<file path="config.mk">
export PLATFORM = sky130hd
export DESIGN_NAME = mem_port_arbiter_flat
export DESIGN_NICKNAME = d
export VERILOG_FILES = /design/src/rtl/mem_port_arbiter_if.sv /design/src/rtl/mem_port_arbiter.sv /design/src/flat_wrapper.sv
export SDC_FILE = /design/constraint.sdc
export NUM_CORES = 1
export LEC_CHECK = 0
export ABC_AREA = 1
export CAP_MARGIN = 40
export CORE_MARGIN = 5
export CORE_UTILIZATION = 45
export CTS_CLUSTER_SIZE = 12
export DETAILED_ROUTE_END_ITERATION = 16
export GPL_TIMING_DRIVEN = 0
export PLACE_DENSITY = 0.86
export SYNTH_ARGS = -nofsm -noshare
export SYNTH_HDL_FRONTEND = slang
export SYNTH_SLANG_ARGS = --single-unit
</file>
<file path="constraint.sdc">
create_clock -name clk -period 3.5 [get_ports clk]
set_clock_uncertainty 0.1 [all_clocks]
set_input_delay 0.35 -clock clk [delete_from_list [all_inputs] [get_ports clk]]
set_output_delay 0.35 -clock clk [all_outputs]
set_load 0.05 [all_outputs]
</file>
<file path="src/rtl/mem_port_arbiter_if.sv">
`default_nettype none
// ============================================================================
// Module   : mem_port_arbiter_if
// Brief    : Fetch, data and shared-memory handshake bundle for mem_port_arbiter.
// Revision : 1.0 - initial release
// ============================================================================
interface mem_port_arbiter_if;
  // Instruction-fetch requester
  logic        if_req;
  logic [31:0] if_addr;
  logic [31:0] if_rdata;
  logic        if_done;
  // Data-memory requester
  logic        dm_req;
  logic        dm_we;
  logic [31:0] dm_addr;
  logic [31:0] dm_wdata;
  logic [31:0] dm_rdata;
  logic        dm_done;
  // Shared memory port
  logic        mem_req;
  logic        mem_we;
  logic [31:0] mem_addr;
  logic [31:0] mem_wdata;
  logic [31:0] mem_rdata;
  logic        mem_ack;

  modport master (
    input  if_req, if_addr, dm_req, dm_we, dm_addr, dm_wdata, mem_rdata, mem_ack,
    output if_rdata, if_done, dm_rdata, dm_done, mem_req, mem_we, mem_addr, mem_wdata
  );

  modport slave (
    output if_req, if_addr, dm_req, dm_we, dm_addr, dm_wdata, mem_rdata, mem_ack,
    input  if_rdata, if_done, dm_rdata, dm_done, mem_req, mem_we, mem_addr, mem_wdata
  );
endinterface
`default_nettype wire

</file>
<file path="src/rtl/mem_port_arbiter.sv">
`default_nettype none
// ============================================================================
// Module   : mem_port_arbiter
// Brief    : Shares one memory port between fetch and data requesters, with a
//            MAX_WAIT ack watchdog. Define ARB_ROUND_ROBIN_EN for alternating
//            grants under contention (default: data port has fixed priority).
// Revision : 1.0 - initial release
// ============================================================================
module mem_port_arbiter #(
  parameter int MAX_WAIT = 16
) (
  input  logic               clk,
  input  logic               rst,
  mem_port_arbiter_if.master bus,
  output logic               busy,
  output logic               timeout_err
);

  localparam int                 c_CNT_W    = $clog2(MAX_WAIT) + 1;
  localparam logic [c_CNT_W-1:0] c_CNT_LAST = c_CNT_W'(MAX_WAIT - 1);

  typedef enum logic [2:0] {
    S_IDLE    = 3'd0,
    S_BUSY_IF = 3'd1,
    S_BUSY_DM = 3'd2,
    S_DONE_IF = 3'd3,
    S_DONE_DM = 3'd4
  } state_t;

  state_t             r_state;
  state_t             w_next_state;
  logic [31:0]        r_addr;
  logic               r_we;
  logic [31:0]        r_wdata;
  logic [31:0]        r_if_rdata;
  logic [31:0]        r_dm_rdata;
  logic [c_CNT_W-1:0] r_wait_cnt;
  logic               r_timeout_err;
  logic               w_grant_if;
  logic               w_grant_dm;
  logic               w_ack;
  logic               w_abort;
  logic               w_in_busy;

`ifdef ARB_ROUND_ROBIN_EN
  logic               r_last_dm;
`endif

  assign w_in_busy = (r_state == S_BUSY_IF) || (r_state == S_BUSY_DM);

  always_comb begin
    w_next_state = r_state;
    w_grant_if   = 1'b0;
    w_grant_dm   = 1'b0;
    w_ack        = 1'b0;
    w_abort      = 1'b0;
    case (r_state)
      S_IDLE: begin
`ifdef ARB_ROUND_ROBIN_EN
        // Under contention the port not granted last wins.
        w_grant_dm = bus.dm_req && (!bus.if_req || !r_last_dm);
`else
        w_grant_dm = bus.dm_req;
`endif
        w_grant_if = bus.if_req && !w_grant_dm;
        if (w_grant_dm) begin
          w_next_state = S_BUSY_DM;
        end else if (w_grant_if) begin
          w_next_state = S_BUSY_IF;
        end
      end
      S_BUSY_IF, S_BUSY_DM: begin
        if (bus.mem_ack) begin
          w_ack = 1'b1;
        end else if (r_wait_cnt == c_CNT_LAST) begin
          w_abort = 1'b1;
        end
        if (w_ack || w_abort) begin
          w_next_state = (r_state == S_BUSY_IF) ? S_DONE_IF : S_DONE_DM;
        end
      end
      S_DONE_IF, S_DONE_DM: begin
        w_next_state = S_IDLE;
      end
      default: begin
        w_next_state = S_IDLE;
      end
    endcase
  end

  always_ff @(posedge clk or negedge rst) begin
    if (!rst) begin
      r_state       <= S_IDLE;
      r_addr        <= 32'h0;
      r_we          <= 1'b0;
      r_wdata       <= 32'h0;
      r_if_rdata    <= 32'h0;
      r_dm_rdata    <= 32'h0;
      r_wait_cnt    <= '0;
      r_timeout_err <= 1'b0;
    end else begin
      r_state <= w_next_state;

      // Shared-port command is frozen at grant time for the whole access.
      if (w_grant_dm) begin
        r_addr  <= bus.dm_addr;
        r_we    <= bus.dm_we;
        r_wdata <= bus.dm_wdata;
      end else if (w_grant_if) begin
        r_addr  <= bus.if_addr;
        r_we    <= 1'b0;
        r_wdata <= 32'h0;
      end

      if (w_in_busy) begin
        if (w_ack || w_abort) begin
          r_wait_cnt <= '0;
        end else begin
          r_wait_cnt <= r_wait_cnt + c_CNT_W'(1);
        end
      end

      if (w_ack || w_abort) begin
        if (r_state == S_BUSY_IF) begin
          r_if_rdata <= w_ack ? bus.mem_rdata : 32'h0;
        end else begin
          r_dm_rdata <= w_ack ? bus.mem_rdata : 32'h0;
        end
      end

      if (w_abort) begin
        r_timeout_err <= 1'b1;
      end
    end
  end

`ifdef ARB_ROUND_ROBIN_EN
  always_ff @(posedge clk or negedge rst) begin
    if (!rst) begin
      r_last_dm <= 1'b0;
    end else if (w_grant_dm || w_grant_if) begin
      r_last_dm <= w_grant_dm;
    end
  end
`endif

  assign bus.mem_req   = w_in_busy;
  assign bus.mem_we    = r_we;
  assign bus.mem_addr  = r_addr;
  assign bus.mem_wdata = r_wdata;
  assign bus.if_rdata  = r_if_rdata;
  assign bus.dm_rdata  = r_dm_rdata;
  assign bus.if_done   = (r_state == S_DONE_IF);
  assign bus.dm_done   = (r_state == S_DONE_DM);
  assign busy          = (r_state != S_IDLE);
  assign timeout_err   = r_timeout_err;

endmodule
`default_nettype wire
</file>
<file path="src/flat_wrapper.sv">
// flat-port wrapper written by rule: the top's interface ports become plain ports
module mem_port_arbiter_flat 
#(
  parameter int MAX_WAIT = 16
)
  (clk, rst, busy, timeout_err, bus_if_req, bus_if_addr, bus_dm_req, bus_dm_we, bus_dm_addr, bus_dm_wdata, bus_mem_rdata, bus_mem_ack, bus_if_rdata, bus_if_done, bus_dm_rdata, bus_dm_done, bus_mem_req, bus_mem_we, bus_mem_addr, bus_mem_wdata);
  mem_port_arbiter_if bus_i ();
  input  logic clk;
  input  logic rst;
  output logic busy;
  output logic timeout_err;
  input wire logic [$bits(bus_i.if_req)-1:0] bus_if_req;
  input wire logic [$bits(bus_i.if_addr)-1:0] bus_if_addr;
  input wire logic [$bits(bus_i.dm_req)-1:0] bus_dm_req;
  input wire logic [$bits(bus_i.dm_we)-1:0] bus_dm_we;
  input wire logic [$bits(bus_i.dm_addr)-1:0] bus_dm_addr;
  input wire logic [$bits(bus_i.dm_wdata)-1:0] bus_dm_wdata;
  input wire logic [$bits(bus_i.mem_rdata)-1:0] bus_mem_rdata;
  input wire logic [$bits(bus_i.mem_ack)-1:0] bus_mem_ack;
  output wire logic [$bits(bus_i.if_rdata)-1:0] bus_if_rdata;
  output wire logic [$bits(bus_i.if_done)-1:0] bus_if_done;
  output wire logic [$bits(bus_i.dm_rdata)-1:0] bus_dm_rdata;
  output wire logic [$bits(bus_i.dm_done)-1:0] bus_dm_done;
  output wire logic [$bits(bus_i.mem_req)-1:0] bus_mem_req;
  output wire logic [$bits(bus_i.mem_we)-1:0] bus_mem_we;
  output wire logic [$bits(bus_i.mem_addr)-1:0] bus_mem_addr;
  output wire logic [$bits(bus_i.mem_wdata)-1:0] bus_mem_wdata;
  assign bus_i.if_req = bus_if_req;
  assign bus_i.if_addr = bus_if_addr;
  assign bus_i.dm_req = bus_dm_req;
  assign bus_i.dm_we = bus_dm_we;
  assign bus_i.dm_addr = bus_dm_addr;
  assign bus_i.dm_wdata = bus_dm_wdata;
  assign bus_i.mem_rdata = bus_mem_rdata;
  assign bus_i.mem_ack = bus_mem_ack;
  assign bus_if_rdata = bus_i.if_rdata;
  assign bus_if_done = bus_i.if_done;
  assign bus_dm_rdata = bus_i.dm_rdata;
  assign bus_dm_done = bus_i.dm_done;
  assign bus_mem_req = bus_i.mem_req;
  assign bus_mem_we = bus_i.mem_we;
  assign bus_mem_addr = bus_i.mem_addr;
  assign bus_mem_wdata = bus_i.mem_wdata;
  mem_port_arbiter #(.MAX_WAIT(MAX_WAIT)) u_core (.clk(clk), .rst(rst), .bus(bus_i), .busy(busy), .timeout_err(timeout_err));
endmodule
</file>
==> results of run 1 <==
[cells in the mapped netlist, types with 4 or more instances]
cell	number	area, µm²
nand4_1	66	413
nor2_1	67	251
dfrtp_1	138	3450
nand2_1	300	1130
nand2_2	11	68.8
o21ai_0	33	165
buf_4	11	82.6
o21ai_1	4	20.0
inv_1	8	30.0
buf_6	7	78.8
nand3_1	4	20.0
inv_2	4	15.0
clkbuf_1	12	45.0
buf_2	15	75.1
[flip-flops by register name (all words and copies together), names as in the netlist]
signal	count
u_core.bus.mem_wdata	32
u_core.r_state	3
u_core.r_wait_cnt	5
u_core.bus.dm_rdata	32
u_core.timeout_err	1
u_core.bus.mem_addr	32
u_core.bus.mem_we	1
u_core.bus.if_rdata	32
[per-stage QoR]
step | instance area [µm²] | setup WS, ns | cells | setup TNS (ns)
floorplan | 5960 | 1.51 | 694 | 0
global placement | 8850 | -3.51 | 1137 | -483.52
detailed placement | 8880 | 0.934 | 1138 | 0
CTS | 9510 | 0.470 | 1171 | 0
global route | 9510 | 0.382 | 1171 | 0
finish | 9510 | 0.495 | 1171 | 0
[routing by layer]
layer | routed length, µm | share of wire, % | track usage, % | vias to the layer above
li1 | - | - | - | 2812
met1 | 7700 | 39 | 29.2 | 2746
met2 | 9620 | 48 | 42.9 | 282
met3 | 1990 | 10 | 9.00 | 42
met4 | 537 | 2.7 | 9.25 | 0
met5 | 0 | 0 | 0 | -
[power by group through the flow]
stage                     combinational (mW)  sequential (mW)  clock [mW]
after detailed placement                5.78             2.66           0
after floorplan                         1.56             4.78           0
final                                   5.78             2.66        1.87
after global routing                    6.09             2.74        1.98
after CTS                               5.82             2.66        1.90
after global placement                  5.68             2.65           0
[path summary, 6_finish.rpt]
check                                          start                        to  slack (ns)  cells past startpoint
worst max-delay path               u_core.r_state[1]               bus_mem_req        0.50                      5
worst min-delay path                bus_dm_wdata[10]  u_core.bus.mem_wdata[10]        0.36                      3
worst max register to register  u_core.r_wait_cnt[0]   u_core.bus.dm_rdata[25]        1.55                     10
worst min register to register    u_core.timeout_err        u_core.timeout_err        0.37                      2
max in group asynchronous                        rst  u_core.bus.mem_wdata[25]        2.14                      3
min in group asynchronous                        rst   u_core.bus.dm_rdata[10]        0.39                      2
[area by class of cell]
cell class | count | area (µm²)
inverters | 12 | 45.0
fillers | 966 | 3570
well taps | 176 | 220
repair buffers | 269 | 2710
multi-input cells | 497 | 2170
clock buffers | 22 | 484
clock inverters | 10 | 139
flip-flops and latches | 138 | 3450
plain buffers | 47 | 289
[cell families after synthesis]
kind of cell    count (synthesis)
compound gates                 39
fa+ha+maj                       2
buf+inv                        59
flops                         138
simple gates                  455
xor+xnor                        1
[worst min-delay path, stage by stage]
cell	delay, ns
clkdlybuf4s50_1	0.39
nand2_1	0.06
nand2_1	0.04
==> flow_summary.json, run 1 <==
{
  "row_count": 42,
  "cts-htree-levels": 4,
  "fin_nets": 1118,
  "cp_cell_sequence": "nor2_4 -> nand2_2 -> nand2_2 -> buf_2 -> clkdlybuf4s50_1",
  "io_buffers": 267,
  "routed_wl_um": 19800,
  "drive_above_1_share_pct": 8.64,
  "cts_root_buf": "clkbuf_16",
  "outcome": "finished clean",
  "finalHoldViolations": 0,
  "synth_compound_area_share_pct": 3.36,
  "critPathMaxStageDelay_ns": 0.85,
  "tightestPinTransition_ns": 0.627,
  "rsz0062_at_grt": "no",
  "async_reset_ff_share_pct": 100,
  "path_buf_inv": 2,
  "die_x_um": 125,
  "power.density_nw_per_um2": 1080,
  "antenna_cells": 0,
  "cp_slowest_cell": "clkdlybuf4s50_1",
  "finalMaxSlewViolations": 0,
  "critical_path.top_delay_family": "buffers and inverters",
  "final_common_cell": "nand2_1",
  "vias": 5882,
  "cp-start-kind": "flop",
  "routed_via_density": 5.02,
  "route.detailed.drc": 0,
  "ys_types": 25,
  "relSlewSlack_pct": 58.2,
  "antenna_found_initial": 0,
  "seq_area_frac_synth_pct": 58.0,
  "syn2layout_area_growth_pct": 59.7,
  "synth.area.mux_share_pct": 0,
  "drtAntennaViolNets": 0,
  "ir_drop_v": 0.000562,
  "leakagePower_nw": 4.63,
  "synthXorXnorAreaFrac_pct": 0.147,
  "clkLatencyLatePin_ns": 0.42,
  "drv_cap": 0,
  "path_clk_slew_ns": 0.06,
  "clockPowerShare_pct": 18.2,
  "grt_pass1_vias": 5925,
  "synth_warnings": 0,
  "grt_max_degree": 75,
  "core_um2": 13100,
  "power_frac_seq_pct": 25.8,
  "fmax_ghz": 0.333,
  "ys_seq_elements": 138,
  "drt-initial-drc-count": 370,
  "synth-edff-count": 0,
  "io_pins": 268,
  "cts_buffer_depth": 2,
  "final_cell_mix": "nand2_1, clkdlybuf4s50_1, dfrtp_1",
  "synth_cells": 694,
  "synth_top_family_by_area": "simple AND/OR/NAND/NOR gates",
  "grt_use_total_pct": 25.1,
  "die_h_um": 125,
  "fin_util_pct": 72.7,
  "finalPower_mw": 10.3,
  "postCtsSetupBuffers": 0,
  "crit_arrival_ns": 2.55,
  "holdWs_ns": 0.359,
  "critical_path_class": "flop to output port",
  "critPathMaxFanout": 10,
  "worstPathRequired_ns": 3.05,
  "period_needed_ns": 3.00,
  "synthSimpleGateAreaFrac_pct": 32.5,
  "start_util_pct": 45.5,
  "p_sw_mw": 5.04,
  "place_hpwl_um": 14800,
  "synth_flop_cell": "dfrtp_1",
  "postCtsHoldBufs": 1,
  "final-setup-viol-count": 0,
  "cts_buffers": 17,
  "gr-total-overflow": 0,
  "syn_area_um2": 5960,
  "syn_nets": 830,
  "switching_share_pct": 48.9,
  "dieArea_um2": 15600,
  "crit_top_cell": "nand2_2",
  "p_int_mw": 5.27,
  "critPathCaptureType": "output port",
  "drt_pass1_iterations": 5,
  "cts.repair.resized": 0,
  "syn-mean-instance-area_um2": 8.58,
  "synthAdderAreaFrac_pct": 0.420,
  "wire_per_inst_um": 16.9,
  "combPwrFrac_pct": 56.0,
  "hold_class": "input port to flop",
  "gp_congestion": 0.850,
  "grt_pass1_wl_um": 31200,
  "period_share_pct": 85.8,
  "tritoncts": "done",
  "clkSinkCount": 138
}
No activity file was read; power rests on OpenSTA's default activity.
==> run 2, diff against run 1 <==
- CORE_MARGIN: 5 -> 10
==> flow_summary.json, run 2 (synthesized netlist as in run 1, its figures left out) <==
{
  "routed_wl_um": 21400,
  "grt_pass1_wl_um": 32900,
  "die_h_um": 135,
  "io_buffers": 267,
  "route.detailed.drc": 0,
  "vias": 5867,
  "dpl.cell_count": 1134,
  "worstSetupStartpoint": "u_core.r_state[1]",
  "cts-htree-levels": 4,
  "fmax_ghz": 0.339,
  "leakagePower_nw": 4.65,
  "relSlewSlack_pct": 60.6,
  "cts.repair.resized": 0,
  "power.density_nw_per_um2": 1090,
  "grt_pass1_vias": 6012,
  "crit_top_cell": "nand2_2",
  "syn2layout_area_growth_pct": 59.8,
  "path_buf_inv": 2,
  "setup.worst_path.end": "bus_mem_req",
  "rr_worst_depth": 10,
  "multi_input_area_um2": 2170,
  "drtAntennaViolNets": 0,
  "period_share_pct": 84.3,
  "tightestPinTransition_ns": 0.588,
  "critical_path_class": "flop to output port",
  "fin_util_pct": 74.5,
  "cp_slowest_cell": "clkdlybuf4s50_1",
  "drv_cap": 0,
  "antenna_cells": 0,
  "grt_use_total_pct": 23.2,
  "cts_buffer_depth": 2,
  "cts_root_buf": "clkbuf_16",
  "final_common_cell": "nand2_1",
  "finalHoldViolations": 0,
  "rrSetupSlack_ns": 1.53,
  "cp_num_cells": 5,
  "drive_above_1_share_pct": 8.65,
  "cp-start-kind": "flop",
  "cp_cell_sequence": "nor2_4 -> nand2_2 -> nand2_2 -> buf_2 -> clkdlybuf4s50_1",
  "final_cell_mix": "nand2_1, clkdlybuf4s50_1, dfrtp_1",
  "antenna_found_initial": 0,
  "regArea_um2": 3450,
  "path_clk_slew_ns": 0.06,
  "worstReg2RegStart": "u_core.r_wait_cnt[0]",
  "gp_congestion": 0.869,
  "fin_cells": 1166,
  "finalPower_mw": 10.4,
  "final-setup-viol-count": 0,
  "postCtsSetupBuffers": 0,
  "whs_path_depth": 3,
  "rsz0062_at_grt": "no",
  "r2r_end": "u_core.bus.dm_rdata[19]",
  "critPathMaxStageDelay_ns": 0.85,
  "drt_pass1_iterations": 6,
  "critPathMaxFanout": 10,
  "gr-total-overflow": 0,
  "finalMaxSlewViolations": 0,
  "outcome": "finished clean",
  "grt_max_degree": 80,
  "critical_path.top_delay_family": "buffers and inverters",
  "tritoncts": "done",
  "clkLatencyLatePin_ns": 0.42,
  "row_count": 41,
  "fill_cells": 881,
  "start_util_pct": 46.6,
  "drt-initial-drc-count": 515,
  "dieArea_um2": 18200,
  "ir_drop_v": 0.000511,
  "period_needed_ns": 2.95,
  "critPathCaptureType": "output port",
  "routed_via_density": 5.03,
  "hold_class": "input port to flop",
  "crit_arrival_ns": 2.50,
  "wire_per_inst_um": 18.3,
  "clkSinkCount": 138,
  "fin_nets": 1118,
  "cts_buffers": 17,
  "io_pins": 268,
  "worstPathRequired_ns": 3.05,
  "die_x_um": 135,
  "core_um2": 12800,
  "place_hpwl_um": 16300
}
## run 2: cell count changes in the layout (fill, tap and decap cells not counted)
cell	previous run	this run
clkbuf_8	4	1
bufinv_16	3	5
clkbuf_1	13	12
clkinv_2	2	5
clkinvlp_4	4	2
## run 2: layer usage
layer  part of all wire, %  vias up  global-route usage (%)  wire (µm)
met5                     0        -                       0          0
met4                   2.1        0                    8.25        446
met2                    48      294                    38.5      10200
met1                    38     2722                    25.8       8110
li1                      -     2819                       -          -
met3                    12       32                    10.5       2550
## run 2: report_power, final
part	switching (mW)	internal, mW	leakage [nW]	total (mW)
logic	3.95	1.82	2.58	5.77
clock network	0.688	1.27	0.312	1.96
registers	0.411	2.26	1.75	2.67
total	5.05	5.35	4.65	10.4
## run 2: through the flow
| step | setup WS, ns | hold slack (ns) | setup TNS [ns] | area, µm² |
|---|---|---|---|---|
| floorplan | 1.51 | -0.0456 | 0 | 5960 |
| global placement | -3.54 | 0.351 | -486.46 | 8840 |
| detailed placement | 0.980 | 0.262 | 0 | 8870 |
| CTS | 0.511 | 0.344 | 0 | 9520 |
| global route | 0.433 | 0.372 | 0 | 9520 |
| finish | 0.550 | 0.353 | 0 | 9520 |
## run 2: repair_timing
| item | 4_1_cts | 5_1_grt |
|---|---|---|
| setup endpoints to repair | 0 | 0 |
| hold endpoints to repair | 59 | 0 |
| hold buffers | 1 | 0 |
## run 2: area by class of cell
class / instances / share of cell area, %
clock inverters: 13 / 2.09
flip-flops and latches: 138 / 36.3
plain buffers: 47 / 3.04
inverters: 12 / 0.473
repair buffers: 269 / 28.5
clock buffers: 18 / 4.61
well taps: 172 / 2.26
multi-input cells: 497 / 22.8
## run 2: how the worst min path moves through the flow
stage	startpoint	end
floorplan	rst	u_core.bus.dm_rdata[0]
global placement	u_core.timeout_err	u_core.timeout_err
detailed placement	rst	u_core.bus.dm_rdata[10]
CTS	bus_dm_wdata[15]	u_core.bus.mem_wdata[15]
global route	bus_dm_wdata[9]	u_core.bus.mem_wdata[9]
finish	bus_dm_wdata[15]	u_core.bus.mem_wdata[15]
## run 2: worst min-delay path, delay by kind of cell
family	cells	cell delay, ns
buf+inv	1	0.39
simple gates	2	0.10
==> RTL change 1 (flow settings as in run 2) <==
Re-encode `state_t` (5 states) as one-hot, 5 bits wide.
--- a/src/rtl/mem_port_arbiter.sv
+++ b/src/rtl/mem_port_arbiter.sv
@@ -21,8 +21,8 @@
 
-  typedef enum logic [2:0] {
-    S_IDLE    = 3'd0,
-    S_BUSY_IF = 3'd1,
-    S_BUSY_DM = 3'd2,
-    S_DONE_IF = 3'd3,
-    S_DONE_DM = 3'd4
+  typedef enum logic [4:0] {
+    S_IDLE    = 5'b00001,
+    S_BUSY_IF = 5'b00010,
+    S_BUSY_DM = 5'b00100,
+    S_DONE_IF = 5'b01000,
+    S_DONE_DM = 5'b10000
   } state_t;
Formal check against the unedited RTL: no difference found for any inputs over 4 cycles, from zero or initial values and one cycle with rst low; so few cycles prove little.
==> RTL change 1 against run 2 <==
Die area is 4.6% higher; global-route usage down 1.4 points; critical endpoint unchanged; sequential cell count up 2; wire length is 1.4% lower; utilization is 4.0 points lower; sequential share of layout area decreased by 0.18 points; power fell by 5.2%; synthesized area rose by 5.5%; worst setup slack lost 0.060 ns; critical path type unchanged; final area up 2.0%; clock power shrank 20%.
==> RTL change 1: results (changes against run 2) <==
Status
  • Status: completed (unchanged)

Clocking
  • Number of gates resized after cts: 0 (unchanged)
  • Clk slew on worst S/H paths: 0.05 ns

Route
  • Final WL: 21.0 mm (was 21.4 mm)
  • DRT Pass-1 Iters: 5 (was 6)
  • Initial DRC count: 337 (was 515)
  • Routed vias: 6091 (was 5867)
  • Routed length per instance: 17.0 microns (was 18.3 microns)

Yosys
  • Seq/Total Area, Yosys: 0.558 (was 0.580)
  • Synth Net Count: 898 (was 830)
  • Library cells used by synthesis: 24 (was 25)
  • Top cell type's share of synthesized area: 0.554 (was 0.580)
  • Area contributors post-synth: dfrtp_1 55%, nand2_1 22%, nand4_1 6.7% (was dfrtp_1 58%, nand2_1 19%, nand4_1 6.9%)
  • Synth cell count leaders: 364 x nand2_1, 139 x dfrtp_1, 72 x inv_1, 67 x nand4_1, 41 x nand3_1 (was 300 x nand2_1, 138 x dfrtp_1, 67 x nor2_1, 66 x nand4_1, 33 x o21ai_0)
  • YS warnings: 0 (unchanged)
  • Post-Syn Instances: 762 (was 694)

Layout
  • Layout filler cell count: 1077 (was 881)
  • Share of cells above drive strength 1: 0.0643 (was 0.0865)
  • Total Nets Final: 1186 (was 1118)

Critical path
  • RR Endpoint: u_core.bus.if_rdata[15]$_DFFE_PN0P_ (was u_core.bus.dm_rdata[19]$_DFFE_PN0P_)
  • Critical Path AT: 2.56 ns (was 2.50 ns)

Timing
  • Pin slew with the least headroom to its limit: 0.651 ns (was 0.588 ns)

Hold path
  • Min-delay src: bus_dm_wdata[2] (was bus_dm_wdata[15])
  • Worst Hold Endpoint: u_core.bus.mem_wdata[2]$_DFFE_PN0P_ (was u_core.bus.mem_wdata[15]$_DFFE_PN0P_)

Global routing
  • Vias in the first global route: 6114 (was 6012)
  • Largest net degree at the start of global routing: 74 (was 80)
  • Total Routing Usage GR: 0.218 (was 0.232)

Place
  • DP Wirelength: 16.2 mm (was 16.3 mm)
  • Dpl cell area: 0.00921 sq mm (was 0.00887 sq mm)
  • Port bufs: 267 (unchanged)
  • Final Wtd Congestion: 0.857 (was 0.869)

Pwr
  • Worst vdd ir: 0.000507 V (was 0.000511 V)
  • Leak: 4.99 nW (was 4.65 nW)
RTL change 1: logic make-up after synthesis:
group / count (synthesis) / synth area share
fa+ha+maj: 2 / 0.00398
compound gates: 8 / 0.00657
flops: 140 / 0.558
xor+xnor: 1 / 0.00139
simple gates: 489 / 0.335
buf+inv: 122 / 0.0948
RTL change 1: cell type report:
cell class              instances  area share
inverters                      75      0.0290
plain buffers                  47      0.0323
repair buffers                269       0.279
flip-flops and latches        140       0.361
clock buffers                  22      0.0457
well taps                     180      0.0232
multi-input cells             500       0.225
clock inverters                 4     0.00490
RTL change 1: worst max path at each step:
stage,from,to,slack (ns),cells past startpoint
floorplan,u_core.r_state[0]$_DFFE_PN1P_,u_core.bus.mem_addr[0]$_DFFE_PN0P_,1.67,9
global placement,rst,u_core.bus.mem_wdata[8]$_DFFE_PN0P_,-3.57,1
detailed placement,u_core.r_state[3]$_DFFE_PN0P_,bus_mem_req,0.93,6
CTS,u_core.r_state[3]$_DFFE_PN0P_,bus_mem_req,0.48,6
global route,u_core.r_state[1]$_DFFE_PN0P_,bus_mem_req,0.38,6
finish,u_core.r_state[3]$_DFFE_PN0P_,bus_mem_req,0.49,6
RTL change 1: through the flow:
stage,utilization,worst slack (ns)
6_report,0.705,0.490
5_1_grt,0.705,0.375
4_1_cts,0.705,0.479
3_5_place_dp,0.669,0.931
3_3_place_gp,0.667,-3.57
2_1_floorplan,-,1.67
RTL change 1: repair_timing:
action	in CTS	in global routing
endpoints found under the setup margin	0	0
hold endpoints to repair	66	0
setup buffers	0	0
hold buffers	1	0
RTL change 1: per-layer routing:
layer / up-vias / part of all wire / track usage
li1: 2954 / - / -
met1: 2883 / 0.40 / 0.255
met2: 220 / 0.50 / 0.357
met3: 34 / 0.075 / 0.0777
met4: 0 / 0.026 / 0.0844
met5: - / 0 / 0
RTL change 1: critical path: cells and delay by family (launching register included):
family | cells | cell delay, ns
flip-flops | 1 | 0.42
buffers and inverters | 3 | 1.17
AND/OR/NAND/NOR | 3 | 0.55
RTL change 1: power by group:
group	switching (mW)	internal, mW	leakage [nW]
clock network	0.626	0.947	0.237
registers	0.365	2.29	1.80
logic	3.82	1.81	2.95
==> RTL change 2 (flow settings as in run 2) <==
Made on the original files. `MAX_WAIT` is set to 16 in 2 places; all go to 32.
--- a/src/rtl/mem_port_arbiter.sv
+++ b/src/rtl/mem_port_arbiter.sv
@@ -9,3 +9,3 @@
 module mem_port_arbiter #(
-  parameter int MAX_WAIT = 16
+  parameter int MAX_WAIT = 32
 ) (
--- a/src/flat_wrapper.sv
+++ b/src/flat_wrapper.sv
@@ -3,3 +3,3 @@
 #(
-  parameter int MAX_WAIT = 16
+  parameter int MAX_WAIT = 32
 )
Behaviour: same outputs for any inputs over 4 cycles, from zero or initial values and one cycle with rst low; that may be too few to reach the edited logic, so the function may still have changed.
==> RTL change 2 against run 2 <==
Final area rose by 2.6%; power grew 9.0%; sequential cell count grew 1; global-route usage down 0.43 points; clock power is 3% higher; cell count rose by 3.3%; wire length up 2.0%; maximum frequency grew 11%; count of clock-buffer cells in the layout up 5; worst setup slack gained 0.29 ns; synthesized area is 3.5% higher; sequential share of layout area shrank 0.67 points; largest power group unchanged; highest routed layer unchanged.
==> RTL change 2: results (changes against run 2) <==
Global routing
  • Largest net degree at the start of global routing: 74 (was 80)
  • First-pass GRT wire length: 32.9 mm (about the same)
  • Total Routing Usage GR: 0.228 (was 0.232)
  • Vias in the first global route: 5856 (was 6012)
  • Initial antenna violation count: 0 (unchanged)

Route
  • Final WL: 21.8 mm (was 21.4 mm)
  • Via-to-Cell Ratio: 4.80 (was 5.03)
  • DRC Markers: 0 (unchanged)
  • DRT Pass-1 Iters: 4 (was 6)
  • Routed vias: 5780 (was 5867)
  • Initial DRC count: 377 (was 515)

Layout
  • Ant. Diodes: 0 (unchanged)
  • Total Nets Final: 1151 (was 1118)
  • Layout filler cell count: 976 (was 881)
  • Share of cells above drive strength 1: 0.0680 (was 0.0865)

Yosys
  • Library cells used by synthesis: 26 (was 25)
  • Seq/Total Area, Yosys: 0.564 (was 0.580)
  • Fraction of registers with async set/reset: 1.00 (unchanged)
  • Post-synth EDFFs: 0 (unchanged)
  • Area contributors post-synth: dfrtp_1 56%, nand2_1 15%, nor2_1 6.4% (was dfrtp_1 58%, nand2_1 19%, nand4_1 6.9%)
  • YS warnings: 0 (unchanged)
  • Mean Syn Cell Area: 8.47 sq um (was 8.58 sq um)
  • Synth cell count leaders: 244 x nand2_1, 139 x dfrtp_1, 105 x nor2_1, 77 x inv_1, 37 x o21ai_0 (was 300 x nand2_1, 138 x dfrtp_1, 67 x nor2_1, 66 x nand4_1, 33 x o21ai_0)
  • Synth Net Count: 863 (was 830)

Critical path
  • Critical Path AT: 2.21 ns (was 2.50 ns)
  • Critical path peak fanout: 10 (unchanged)
  • Crit path max-delay family: buffers and inverters (unchanged)
  • Crit-path max cell delay: 0.82 ns (was 0.85 ns)

Place
  • Port bufs: 267 (unchanged)
  • DP Wirelength: 16.6 mm (was 16.3 mm)
  • Placed Instances: 1172 (was 1134)
  • Pre-CTS WS: 1.27 ns (was 0.980 ns)
  • Final Wtd Congestion: 0.901 (was 0.869)

Clocking
  • CTS H-tree depth: 4 (unchanged)
  • Postcts setup bufs: 0 (unchanged)
  • CTS Buf Count: 17 (unchanged)
  • Clk slew on worst S/H paths: 0.05 ns
  • Clock Latency Late Sink: 0.42 ns (about the same)
  • Clock Tree Root: clkbuf_16 (unchanged)
  • Clock buffer depth: 2 (unchanged)

Timing
  • Final setup fails: 0 (unchanged)
  • Final hold violations: 0 (unchanged)
  • Pin slew with the least headroom to its limit: 0.632 ns (was 0.588 ns)

Pwr
  • Leak: 4.82 nW (was 4.65 nW)
  • Power per cell area: 1160 mW/mm^2 (was 1090 mW/mm^2)
  • Worst vdd ir: 0.000614 V (was 0.000511 V)

Status
  • Status: completed (unchanged)

Hold path
  • Hold Crit Class: flop to flop (was input port to flop)
## RTL change 2: power breakdown
group	internal [mW]	switching, mW
Clock	1.34	0.674
Combinational	2.10	4.47
Sequential	2.35	0.403
Total	5.79	5.54
## RTL change 2: path summary, 6_finish.rpt
path                                                  start                                    to  slack, ns  cells past startpoint
hold reg to reg              u_core.timeout_err$_DFFE_PN0P_        u_core.timeout_err$_DFFE_PN0P_       0.36                      1
min in group asynchronous                               rst   u_core.bus.dm_rdata[27]$_DFFE_PN0P_       0.40                      2
hold / removal               u_core.timeout_err$_DFFE_PN0P_        u_core.timeout_err$_DFFE_PN0P_       0.36                      1
max in group asynchronous                               rst  u_core.bus.mem_wdata[26]$_DFFE_PN0P_       2.12                      3
setup / recovery              u_core.r_state[1]$_DFFE_PN0P_                           bus_mem_req       0.84                      5
setup reg to reg           u_core.r_wait_cnt[0]$_DFFE_PN0P_   u_core.bus.dm_rdata[30]$_DFFE_PN0P_       1.62                      9
## RTL change 2: layout make-up
| type | instances | area, sq um | area share |
|---|---|---|---|
| buffer | 40 | 228 | 0.0233 |
| tap | 176 | 220 | 0.0225 |
| inverter | 79 | 297 | 0.0303 |
| multi-input combinational | 470 | 2170 | 0.222 |
| timing repair buffer | 269 | 2710 | 0.278 |
| clock inverter | 9 | 183 | 0.0187 |
| sequential | 139 | 3480 | 0.356 |
| clock buffer | 23 | 488 | 0.0499 |
## RTL change 2: per-layer routing
metal	up-vias	track usage	wire length [microns]
li1	2837	-	-
met1	2700	0.267	8670
met2	217	0.367	10400
met3	26	0.0960	2310
met4	0	0.0808	408
met5	-	0	0
## RTL change 2: repair_timing
item                                   4_1_cts  5_1_grt
endpoints found under the hold margin       66        0
hold buffers                                 1        0
resized for setup                            0        0
## RTL change 2: cell families after synthesis
family                     Yosys count  share of synthesized area
buffers and inverters              119                     0.0850
DFF                                139                      0.564
adders and majority gates            1                    0.00203
xor gates and xnor gates             1                    0.00142
and+or+nand+nor                    361                      0.225
AOI/OAI and AO/OA                  107                      0.123
## RTL change 2: stage by stage
step | utilization | area [sq um]
final | 0.732 | 9770
after global routing | 0.732 | 9770
after CTS | 0.732 | 9770
after detailed placement | 0.681 | 9090
after global placement | 0.679 | 9060
after floorplan | - | 6170
